===== src/rtl/regbank_port_ctrl.sv =====
// Initiator-side controller for a 16-entry register bank: sequences operand reads,
// queues write-backs, tracks pending writers for RAW/WAW stalls and owns the PC.
module regbank_port_ctrl #(
    parameter int unsigned    BUS      = 32,
    parameter int unsigned    DIR      = 4,
    parameter int unsigned    WB_DEPTH = 4,
    parameter logic [BUS-1:0] PC_RESET = '0
) (
    input  logic           clk,
    input  logic           rst_n,
    // decode-side fetch request
    input  logic           in_valid,
    output logic           in_ready,
    input  logic [DIR-1:0] in_rs,
    input  logic [DIR-1:0] in_rx,
    input  logic [DIR-1:0] in_rk,
    input  logic [DIR-1:0] in_rd,
    input  logic           in_wr,
    // execute-side operands
    output logic           out_valid,
    input  logic           out_ready,
    output logic [BUS-1:0] out_rsd,
    output logic [BUS-1:0] out_rxd,
    output logic [BUS-1:0] out_rkd,
    // execute write-back
    input  logic           wb_valid,
    output logic           wb_ready,
    input  logic [DIR-1:0] wb_rd,
    input  logic [BUS-1:0] wb_data,
    // program counter
    input  logic           pc_we,
    input  logic [BUS-1:0] pc_next,
    output logic [BUS-1:0] pc_cur,
    // register bank
    output logic [DIR-1:0] RS,
    output logic [DIR-1:0] RX,
    output logic [DIR-1:0] RK,
    output logic [DIR-1:0] RD,
    output logic [BUS-1:0] WB,
    output logic [BUS-1:0] PCi,
    output logic           WE,
    output logic           RE,
    input  logic [BUS-1:0] RSd,
    input  logic [BUS-1:0] RXd,
    input  logic [BUS-1:0] RKd,
    input  logic [BUS-1:0] PCo
);

    localparam int unsigned NREG   = 1 << DIR;
    localparam int unsigned PC_IDX = NREG - 1;
    localparam int unsigned PTR_W  = $clog2(WB_DEPTH);
    localparam int unsigned CNT_W  = PTR_W + 1;

    typedef struct packed {
        logic [DIR-1:0] rd;
        logic [BUS-1:0] data;
    } wb_entry_t;

    typedef struct packed {
        logic [BUS-1:0] rsd;
        logic [BUS-1:0] rxd;
        logic [BUS-1:0] rkd;
    } operands_t;

    logic             capture;
    logic [2:0]       reads_used;
    logic             hazard;
    logic             accept;
    logic             out_pop;
    operands_t        bank_ops;
    operands_t        head;
    operands_t        skid;
    logic             skid_valid;
    logic [NREG-1:0]  pending;
    logic [NREG-1:0]  pending_set;
    logic [NREG-1:0]  pending_clr;
    wb_entry_t        fifo_mem [WB_DEPTH];
    logic [PTR_W-1:0] wr_ptr;
    logic [PTR_W-1:0] rd_ptr;
    logic [CNT_W-1:0] wb_count;
    logic [CNT_W-1:0] wb_count_next;
    logic             wb_push;
    logic             wb_pop;
    wb_entry_t        wb_head;
    logic             head_is_pc;

    // Two read credits shared by the RE stage, the capture stage and the skid buffer.
    assign reads_used = 3'(RE) + 3'(capture) + 3'(out_valid) + 3'(skid_valid);
    assign hazard     = pending[in_rs] | pending[in_rx] | pending[in_rk] | (in_wr & pending[in_rd]);
    assign in_ready   = (reads_used < 3'd2) && !hazard;
    assign accept     = in_valid && in_ready;
    assign out_pop    = out_valid && out_ready;
    assign bank_ops   = '{rsd: RSd, rxd: RXd, rkd: RKd};

    assign out_rsd = head.rsd;
    assign out_rxd = head.rxd;
    assign out_rkd = head.rkd;
    assign pc_cur  = PCo;

    // Read issue: latch indices and strobe RE once per accepted request.
    always_ff @(posedge clk or negedge rst_n) begin
        if (!rst_n) begin
            RE      <= 1'b0;
            RS      <= '0;
            RX      <= '0;
            RK      <= '0;
            capture <= 1'b0;
        end else begin
            RE      <= accept;
            capture <= RE;
            if (accept) begin
                RS <= in_rs;
                RX <= in_rx;
                RK <= in_rk;
            end
        end
    end

    // Two-entry output skid buffer; head drives the operand outputs directly.
    always_ff @(posedge clk or negedge rst_n) begin
        if (!rst_n) begin
            out_valid  <= 1'b0;
            skid_valid <= 1'b0;
            head       <= '0;
            skid       <= '0;
        end else if (out_pop) begin
            if (skid_valid) begin
                head <= skid;
                if (capture) begin
                    skid <= bank_ops;
                end else begin
                    skid_valid <= 1'b0;
                end
            end else if (capture) begin
                head <= bank_ops;
            end else begin
                out_valid <= 1'b0;
            end
        end else if (capture) begin
            if (!out_valid) begin
                head      <= bank_ops;
                out_valid <= 1'b1;
            end else begin
                skid       <= bank_ops;
                skid_valid <= 1'b1;
            end
        end
    end

    // Write-back FIFO; the head is drained every cycle it is non-empty.
    assign wb_ready   = (wb_count != CNT_W'(WB_DEPTH));
    assign wb_push    = wb_valid && wb_ready;
    assign wb_pop     = (wb_count != '0);
    assign wb_head    = fifo_mem[rd_ptr];
    assign head_is_pc = (wb_head.rd == DIR'(PC_IDX));

    always_comb begin
        wb_count_next = wb_count;
        if (wb_push && !wb_pop) begin
            wb_count_next = wb_count + CNT_W'(1);
        end else if (!wb_push && wb_pop) begin
            wb_count_next = wb_count - CNT_W'(1);
        end
    end

    always_ff @(posedge clk) begin
        if (wb_push) begin
            fifo_mem[wr_ptr] <= '{rd: wb_rd, data: wb_data};
        end
    end

    always_ff @(posedge clk or negedge rst_n) begin
        if (!rst_n) begin
            wr_ptr   <= '0;
            rd_ptr   <= '0;
            wb_count <= '0;
        end else begin
            wb_count <= wb_count_next;
            if (wb_push) begin
                wr_ptr <= wr_ptr + PTR_W'(1);
            end
            if (wb_pop) begin
                rd_ptr <= rd_ptr + PTR_W'(1);
            end
        end
    end

    // Bank write port: PC-targeted write-backs never reach the bank.
    always_ff @(posedge clk or negedge rst_n) begin
        if (!rst_n) begin
            WE <= 1'b0;
            RD <= '0;
            WB <= '0;
        end else begin
            WE <= wb_pop && !head_is_pc;
            if (wb_pop && !head_is_pc) begin
                RD <= wb_head.rd;
                WB <= wb_head.data;
            end
        end
    end

    // Scoreboard: a new writer set on the same edge as a retiring write wins.
    always_comb begin
        pending_set = '0;
        pending_clr = '0;
        if (accept && in_wr && (in_rd != DIR'(PC_IDX))) begin
            pending_set = NREG'(1) << in_rd;
        end
        if (wb_pop) begin
            pending_clr = NREG'(1) << wb_head.rd;
        end
    end

    always_ff @(posedge clk or negedge rst_n) begin
        if (!rst_n) begin
            pending <= '0;
        end else begin
            pending <= (pending & ~pending_clr) | pending_set;
        end
    end

    // PC register, rewritten into bank entry 15 every negedge through PCi.
    always_ff @(posedge clk or negedge rst_n) begin
        if (!rst_n) begin
            PCi <= PC_RESET;
        end else if (pc_we) begin
            PCi <= pc_next;
        end else if (wb_pop && head_is_pc) begin
            PCi <= wb_head.data;
        end
    end

    // A captured read must always find a free slot in the skid buffer.
    assert property (@(posedge clk) disable iff (!rst_n)
        (capture && !out_pop) |-> !(out_valid && skid_valid));

    assert property (@(posedge clk) disable iff (!rst_n)
        WE |-> (RD != DIR'(PC_IDX)));

endmodule


===== config.mk =====
export PLATFORM = sky130hd
export DESIGN_NAME = regbank_port_ctrl
export DESIGN_NICKNAME = d
export VERILOG_FILES = /design/src/rtl/regbank_port_ctrl.sv
export SDC_FILE = /design/constraint.sdc
export NUM_CORES = 1
export LEC_CHECK = 0
export CAP_MARGIN = 20
export CORE_MARGIN = 2
export CORE_UTILIZATION = 50
export CTS_CLUSTER_DIAMETER = 150
export DETAILED_ROUTE_END_ITERATION = 10
export PLACE_DENSITY = 0.8
export SETUP_SLACK_MARGIN = 0.15
export SLEW_MARGIN = 15
export SYNTH_ARGS = -nofsm -noshare
export SYNTH_HDL_FRONTEND = slang
export SYNTH_SLANG_ARGS = --single-unit

===== constraint.sdc =====
create_clock -name clk -period 3.3 [get_ports clk]
set_clock_uncertainty 0.1 [all_clocks]
set_input_delay 0.33 -clock clk [delete_from_list [all_inputs] [get_ports clk]]
set_output_delay 0.33 -clock clk [all_outputs]
set_load 0.01 [all_outputs]

==> reports/metrics.csv, run 1 <==
stage,metric,value,unit
yosys,ys_ff_latch,444,
timing,worst_slack,-0.000666,ns
worst_setup_path,path_class,reg2out,
yosys,synth.area.top_cells,"dfrtp_1 41%, edfxtp_1 23%, mux2_2 8.8%",
yosys,synthArstFlopShare,67.6,%
timing,rsz0062_at_grt,yes,
worst_setup_path,endpoint_kind,output pin,
yosys,synth_top_cell_by_area,dfrtp_1,
final_layout,layout_common_cells,"364 x clkdlybuf4s50_1, 298 x dfrtp_1, 145 x o21ai_0",
yosys,syn-num-nets,1487,
timing,hold_viol,0,
power,power.share.clock,23.5,%
timing,slew_headroom,51.2,%
route,post_drt_wl_per_cell,20.4,um
yosys,syn_area,18500,um^2
floorplanning,die_area,38500,um^2
grt,grt_max_degree,89,
hold_path,worstHoldEndpoint,PCi[1]$_DFFE_PN0P_,
grt,grt_pass1_wl,67700,um
route,drt_iter0_drc,551,
route,drc_errors,0,
cts,clock_sinks,444,
final_layout,synthToLayoutAreaGrowth,31.9,%
floorplanning,die_y,196,um
cts,numCtsBuffers,46,
timing,setup_viol,1,
job,drv_cap,0,
worst_setup_path,r2r_start,RE$_DFF_PN0_,
yosys,synth-edff-count,144,
worst_setup_path,r2r_setup_slack,0.10,ns
final_layout,drive_gt1_share,20.3,%
yosys,synth_ff_type,dfrtp_1,
route,vias,11629,
floorplanning,die_x,196,um
cts,cts.clk_slew.worst_paths,0.06,ns
hold_path,hold_path.class,in2reg,
timing,hold_slack,0.0823,ns
grt,grt_pass1_vias,12073,
yosys,ys_seq_area_share,64.0,%
yosys,syn_avg_cell_area,14.6,um^2
placement,place.gp.congestion,0.825,
timing,tns,-0.000666,ns
timing,slew_viol_final,0,
route,dr.pass1.iters,5,
route,antenna_left,0,
hold_path,worst_hold_startpoint,pc_we,
grt,grt_usage,22.6,%
cts,root_buffer,clkbuf_16,
cts,clock_path_buffers,3,
timing,fmax,303,MHz
hold_path,whs_path_depth,3,
status,status,"finished, violations left",
final_layout,nNetsFinal,1848,
floorplanning,num_rows,70,
power,seqPwrFrac,39.5,%
timing,worstMarginPinSlew,0.729,ns
floorplanning,start_util,50.6,%
cts,cts_tree,built,
yosys,netlist_instances,1262,
power,netSwitchingFraction,30.8,%
yosys,yosysTopAreaCellShare,40.6,%
placement,hpwl,29400,um
power,p_sw,6.83,mW
grt,overflow,0,
power,share_comb_of_total_power,37.0,%
placement,portBuffers,367,
power,ir_worst_vdd,0.570,mV
route,totalWireLength,43400,um
power,p_int,15.4,mW
cts,cts_max_level,2,
worst_setup_path,cp-start-kind,register,
worst_setup_path,crit_fanout,2,
floorplanning,ios,432,
floorplanning,core_area,36500,um^2
worst_setup_path,required,2.87,ns
worst_setup_path,crit_arrival,2.87,ns
route,via_per_inst,5.46,
timing,finalCritPeriodShare,100,%
power,p_leak,10.5,nW
final_layout,nFillCells,2594,
final_layout,multiInputGateArea,6120,um^2
yosys,yosys_warnings,0,
grt,antenna_found_initial,7,
final_layout,layout_commonest_cell,clkdlybuf4s50_1,
power,powerDensity,911,nW/um^2
final_layout,register_area,11800,um^2
timing,fin_crit,3.30,ns
worst_setup_path,r2r.worst_path.cells,12,
status,violations,setup timing,
worst_setup_path,reg2reg_to,RK[3]$_DFFE_PN0P_,
cts,clock_latency,0.56,ns
yosys,synth_cell_types,48,
## cell families after synthesis
kind of cell | after synthesis | synth area share (%)
buffers and inverters | 116 | 3.33
adder cells (fa/ha/maj) | 6 | 0.447
multiplexers | 331 | 22.3
XOR/XNOR | 8 | 0.379
AND/OR/NAND/NOR | 186 | 4.56
flip-flops | 444 | 64.0
AO/OA/AOI/OAI | 171 | 4.92
## worst max-delay path, stage by stage (launching register included)
cell	delay, ns
dfrtp_1	0.35
inv_2	0.04
fa_1	0.55
o21ai_2	0.07
or4_4	0.51
a211o_1	0.28
or3_4	0.35
inv_2	0.06
buf_6	0.09
## power groups by stage
| stage | Combinational, mW | Sequential, mW | Clock (mW) |
|---|---|---|---|
| 6_report | 8.21 | 8.78 | 5.22 |
| 5_1_grt | 8.87 | 8.99 | 5.56 |
| 4_1_cts | 8.18 | 8.78 | 5.35 |
| 3_5_place_dp | 8.07 | 8.86 | 0 |
| 3_3_place_gp | 7.85 | 8.73 | 0 |
| 2_1_floorplan | 3.95 | 9.09 | 0 |
## layer usage
metal	routed length, um	vias to the layer above	global-route usage [%]	part of all wire (%)
met2	21500	408	38.0	49
met4	1070	0	7.38	2.5
li1	-	5341	-	-
met5	0	-	0	0
met1	17400	5804	28.3	40
met3	3540	76	6.70	8.2
## repair_timing
action                                 in CTS  in global routing
setup endpoints to repair                   1                 13
buffers inserted                            2                  2
pin swaps                                   5                  1
gates cloned                                0                  1
endpoints found under the hold margin      72                  0
hold buffers                                1                  0
resized for setup                          11                  9
## synthesized netlist by cell type (2+ instances only)
| library cell | number |
|---|---|
| mux2_2 | 144 |
| or3_1 | 4 |
| buf_4 | 33 |
| nor4b_1 | 2 |
| mux4_1 | 7 |
| nor3b_1 | 4 |
| mux4_2 | 40 |
| ha_1 | 5 |
| or2_2 | 3 |
| nand2_1 | 138 |
| nor2_1 | 7 |
| or2b_2 | 2 |
| nand3b_1 | 5 |
| o31ai_1 | 16 |
| a21oi_1 | 5 |
| xnor2_1 | 5 |
| clkbuf_1 | 50 |
| inv_1 | 10 |
| buf_6 | 4 |
| and3_1 | 4 |
| edfxtp_1 | 144 |
| buf_2 | 7 |
| nand3_1 | 5 |
| dfrtp_1 | 300 |
| mux2i_1 | 138 |
| buf_1 | 9 |
| nor4_1 | 2 |
| o21ai_0 | 147 |
| xor2_1 | 3 |
## worst max-delay path by stage
stage	start	endpoint	slack, ns	depth (start not counted)
after floorplan	out_valid$_DFFE_PN0P_	in_ready	0.22	9
after global placement	in_rs[1]	in_ready	-0.42	7
after detailed placement	in_rk[1]	in_ready	-0.46	8
after CTS	RE$_DFF_PN0_	in_ready	-0.06	8
after global routing	RE$_DFF_PN0_	in_ready	-0.11	8
final	RE$_DFF_PN0_	in_ready	-0.0007	8
## per-stage QoR
step	util [%]	std cells	setup slack, ns	power [mW]	cell area, um^2
after detailed placement	62.2	2036	-0.463	16.9	22700
final	66.7	2129	-0.000666	22.2	24400
after global placement	62.2	2036	-0.416	16.6	22700
after floorplan	-	1262	0.218	13.0	18500
after CTS	66.4	2119	-0.0630	22.3	24300
after global routing	66.7	2125	-0.107	23.4	24400
## final cells by class
class	instances	area share, %
well taps	468	2.40
flip-flops and latches	444	48.6
clock buffers	59	5.26
multi-input cells	702	25.1
clock inverters	21	0.996
diodes	6	0.0616
inverters	11	0.169
repair buffers	418	17.4
## registers in the layout, summed over array words and instances (netlist names)
register and cells:
RX 4, skid 96, capture 1, fifo_mem 144, WE 1, wr_ptr 2, out_rxd 32, skid_valid 1
wb_count 3, rd_ptr 2, pending 16, RK 4, RD 4, out_rkd 32, RS 4, RE 1
PCi 32, out_valid 1, out_rsd 32, WB 32
No activity file was read; power rests on OpenSTA's default activity.
==> run 2: changes to the inputs <==
- CTS_CLUSTER_SIZE: unset -> 28
==> run 2 against run 1 <==
The flow still finishes with violations (setup timing). Maximum frequency shrank 0.59%. Sequential share of layout area grew 2.0 points. Worst hold slack gained 0.019 ns. Die area is the same. Largest cell class unchanged.
==> reports/metrics.csv, run 2 (synthesis results as in run 1) <==
stage,metric,value,unit,change
final_layout,layout_commonest_cell,clkdlybuf4s50_1,,
final_layout,register_area,11800,um^2,unchanged
route,totalWireLength,42200,um,-2.9%
final_layout,nFillCells,2716,,+4.7%
worst_setup_path,required,2.87,ns,about the same
timing,slew_viol_final,0,,unchanged
route,drc_errors,0,,unchanged
status,violations,setup timing,,
floorplanning,start_util,50.6,%,unchanged
placement,hpwl,29400,um,unchanged
floorplanning,die_y,196,um,unchanged
final_layout,synthToLayoutAreaGrowth,26.6,%,
timing,worst_slack,-0.0204,ns,-0.0197 ns
final_layout,largest_reg_flops,144,,unchanged
worst_setup_path,path_class,reg2out,,
cts,clock_latency,0.53,ns,-0.03 ns
grt,gr-usage-met2,36.6,%,-1.3 points
floorplanning,ios,432,,unchanged
final_layout,drive_gt1_share,17.8,%,-2.5 points
worst_setup_path,crit_arrival,2.89,ns,+0.02 ns
cts,cts_max_level,1,,-1
cts,clock_path_buffers,3,,unchanged
cts,cts_tree,built,,
route,via_per_inst,5.48,,+0.24%
placement,dpl-instance-area,22700,um^2,unchanged
cts,root_buffer,clkbuf_16,,
grt,grt_max_degree,89,,unchanged
cts,numCtsBuffers,19,,-59%
final_layout,nNetsFinal,1822,,-1.4%
worst_setup_path,crit_fanout,2,,unchanged
status,status,"finished, violations left",,
final_layout,top_regs,"fifo_mem: 144 flops, skid: 96 flops",,
route,antenna_left,0,,unchanged
timing,setup_viol,1,,unchanged
placement,portBuffers,367,,unchanged
power,ir_worst_vdd,0.670,mV,+17%
worst_setup_path,cp-start-kind,register,,
final_layout,fin_area,23400,um^2,-4.0%
timing,worstMarginPinSlew,0.717,ns,-0.0125 ns
grt,use_met3,5.40,%,-1.3 points
final_layout,multiInputGateArea,6120,um^2,unchanged
timing,finalCritPeriodShare,101,%,+0.60 points
hold_path,hold_path.class,in2reg,,
placement,place.gp.congestion,0.825,,unchanged
floorplanning,num_rows,70,,unchanged
power,powerDensity,841,nW/um^2,-7.7%
power,total_power,19.7,mW,-11%
timing,rsz0062_at_grt,yes,,
route,post_drt_wl_per_cell,20.3,um,-0.60%
grt,grt_pass1_vias,11750,,-2.7%
timing,slew_headroom,52.1,%,+0.84 points
floorplanning,die_area,38500,um^2,unchanged
route,dr.pass1.iters,6,,+1
worst_setup_path,r2r_setup_slack,0.06,ns,-0.04 ns
grt,busiest_layer,met2,,
grt,grt_pass1_wl,65900,um,-2.6%
final_layout,largest-register,fifo_mem,,
cts,clock_sinks,444,,unchanged
timing,fin_crit,3.32,ns,+0.0197 ns
grt,overflow,0,,unchanged
floorplanning,die_x,196,um,unchanged
final_layout,layout_common_cells,"364 x clkdlybuf4s50_1, 298 x dfrtp_1, 145 x o21ai_0",,
route,vias,11383,,-2.1%
job,drv_cap,0,,unchanged
route,drt_iter0_drc,627,,+14%
power,p_leak,9.99,nW,-4.6%
floorplanning,core_area,36500,um^2,unchanged
cts,cts.clk_slew.worst_paths,0.11,ns,+0.05 ns
grt,antenna_found_initial,9,,+2
grt,grt_usage,21.7,%,-0.94 points
timing,fmax,301,MHz,-0.59%
worst_setup_path,endpoint_kind,output pin,,
grt,met1_usage,28.6,%,+0.30 points
timing,hold_viol,0,,unchanged
==> run 2: final timing paths <==
kind / start / end / cells after the start
max: RE$_DFF_PN0_ / in_ready / 8
min: pc_we / PCi[0]$_DFFE_PN0P_ / 3
max reg2reg: RE$_DFF_PN0_ / RK[3]$_DFFE_PN0P_ / 12
min reg2reg: out_rkd[20]$_DFFE_PN0P_ / out_rkd[20]$_DFFE_PN0P_ / 2
max in group asynchronous: rst_n / out_rxd[5]$_DFFE_PN0P_ / 3
min in group asynchronous: rst_n / RX[3]$_DFFE_PN0P_ / 2
==> run 2: per-layer routing <==
layer  routed length (um)  vias to the layer above  share of wire [%]
li1                     -                     5233                  -
met1                17300                     5733                 41
met2                20900                      372                 50
met3                 3170                       43                7.5
met4                  740                        2                1.8
met5                   13                        -              0.031
==> run 2: timing repair <==
action / 4_1_cts / 5_1_grt
buffers inserted: 2 / 3
hold buffers: 1 / 0
endpoints found under the hold margin: 72 / 0
endpoints found under the setup margin: 1 / 13
cloned: 0 / 1
resized for setup: 11 / 9
pin swaps: 5 / 1
==> run 2: cell type report <==
type                    count  area share, %
repair buffers            419           18.2
well taps                 468           2.50
diodes                      7         0.0749
multi-input cells         702           26.2
flip-flops and latches    444           50.6
clock buffers              28           2.27
inverters                  11          0.177
==> run 2: critical path, stage by stage, from the launching register on <==
cell,delay (ns)
dfrtp_1,0.37
inv_2,0.05
fa_1,0.57
o21ai_2,0.08
or4_4,0.51
a211o_1,0.28
or3_4,0.36
inv_2,0.06
buf_6,0.09
==> run 2: stage by stage <==
| step | setup slack [ns] | hold WS (ns) | utilization (%) | TNS [ns] | instances |
|---|---|---|---|---|---|
| 6_report | -0.0204 | 0.101 | 64.0 | -0.0204 | 2079 |
| 5_1_grt | -0.115 | 0.115 | 64.0 | -0.136 | 2076 |
| 4_1_cts | -0.0423 | 0.233 | 63.7 | -0.0423 | 2067 |
| 3_5_place_dp | -0.463 | 0.244 | 62.2 | -4.67 | 2036 |
| 3_3_place_gp | -0.416 | 0.233 | 62.2 | -2.63 | 2036 |
| 2_1_floorplan | 0.218 | -0.0656 | - | 0 | 1262 |
==> run 2: power breakdown <==
part / total, mW / leakage (nW) / switching [mW] / internal (mW)
clock: 2.74 / 0.256 / 1.61 / 1.13
combinational: 8.20 / 4.70 / 3.71 / 4.49
sequential: 8.73 / 5.03 / 0.988 / 7.75
total: 19.7 / 9.99 / 6.31 / 13.4
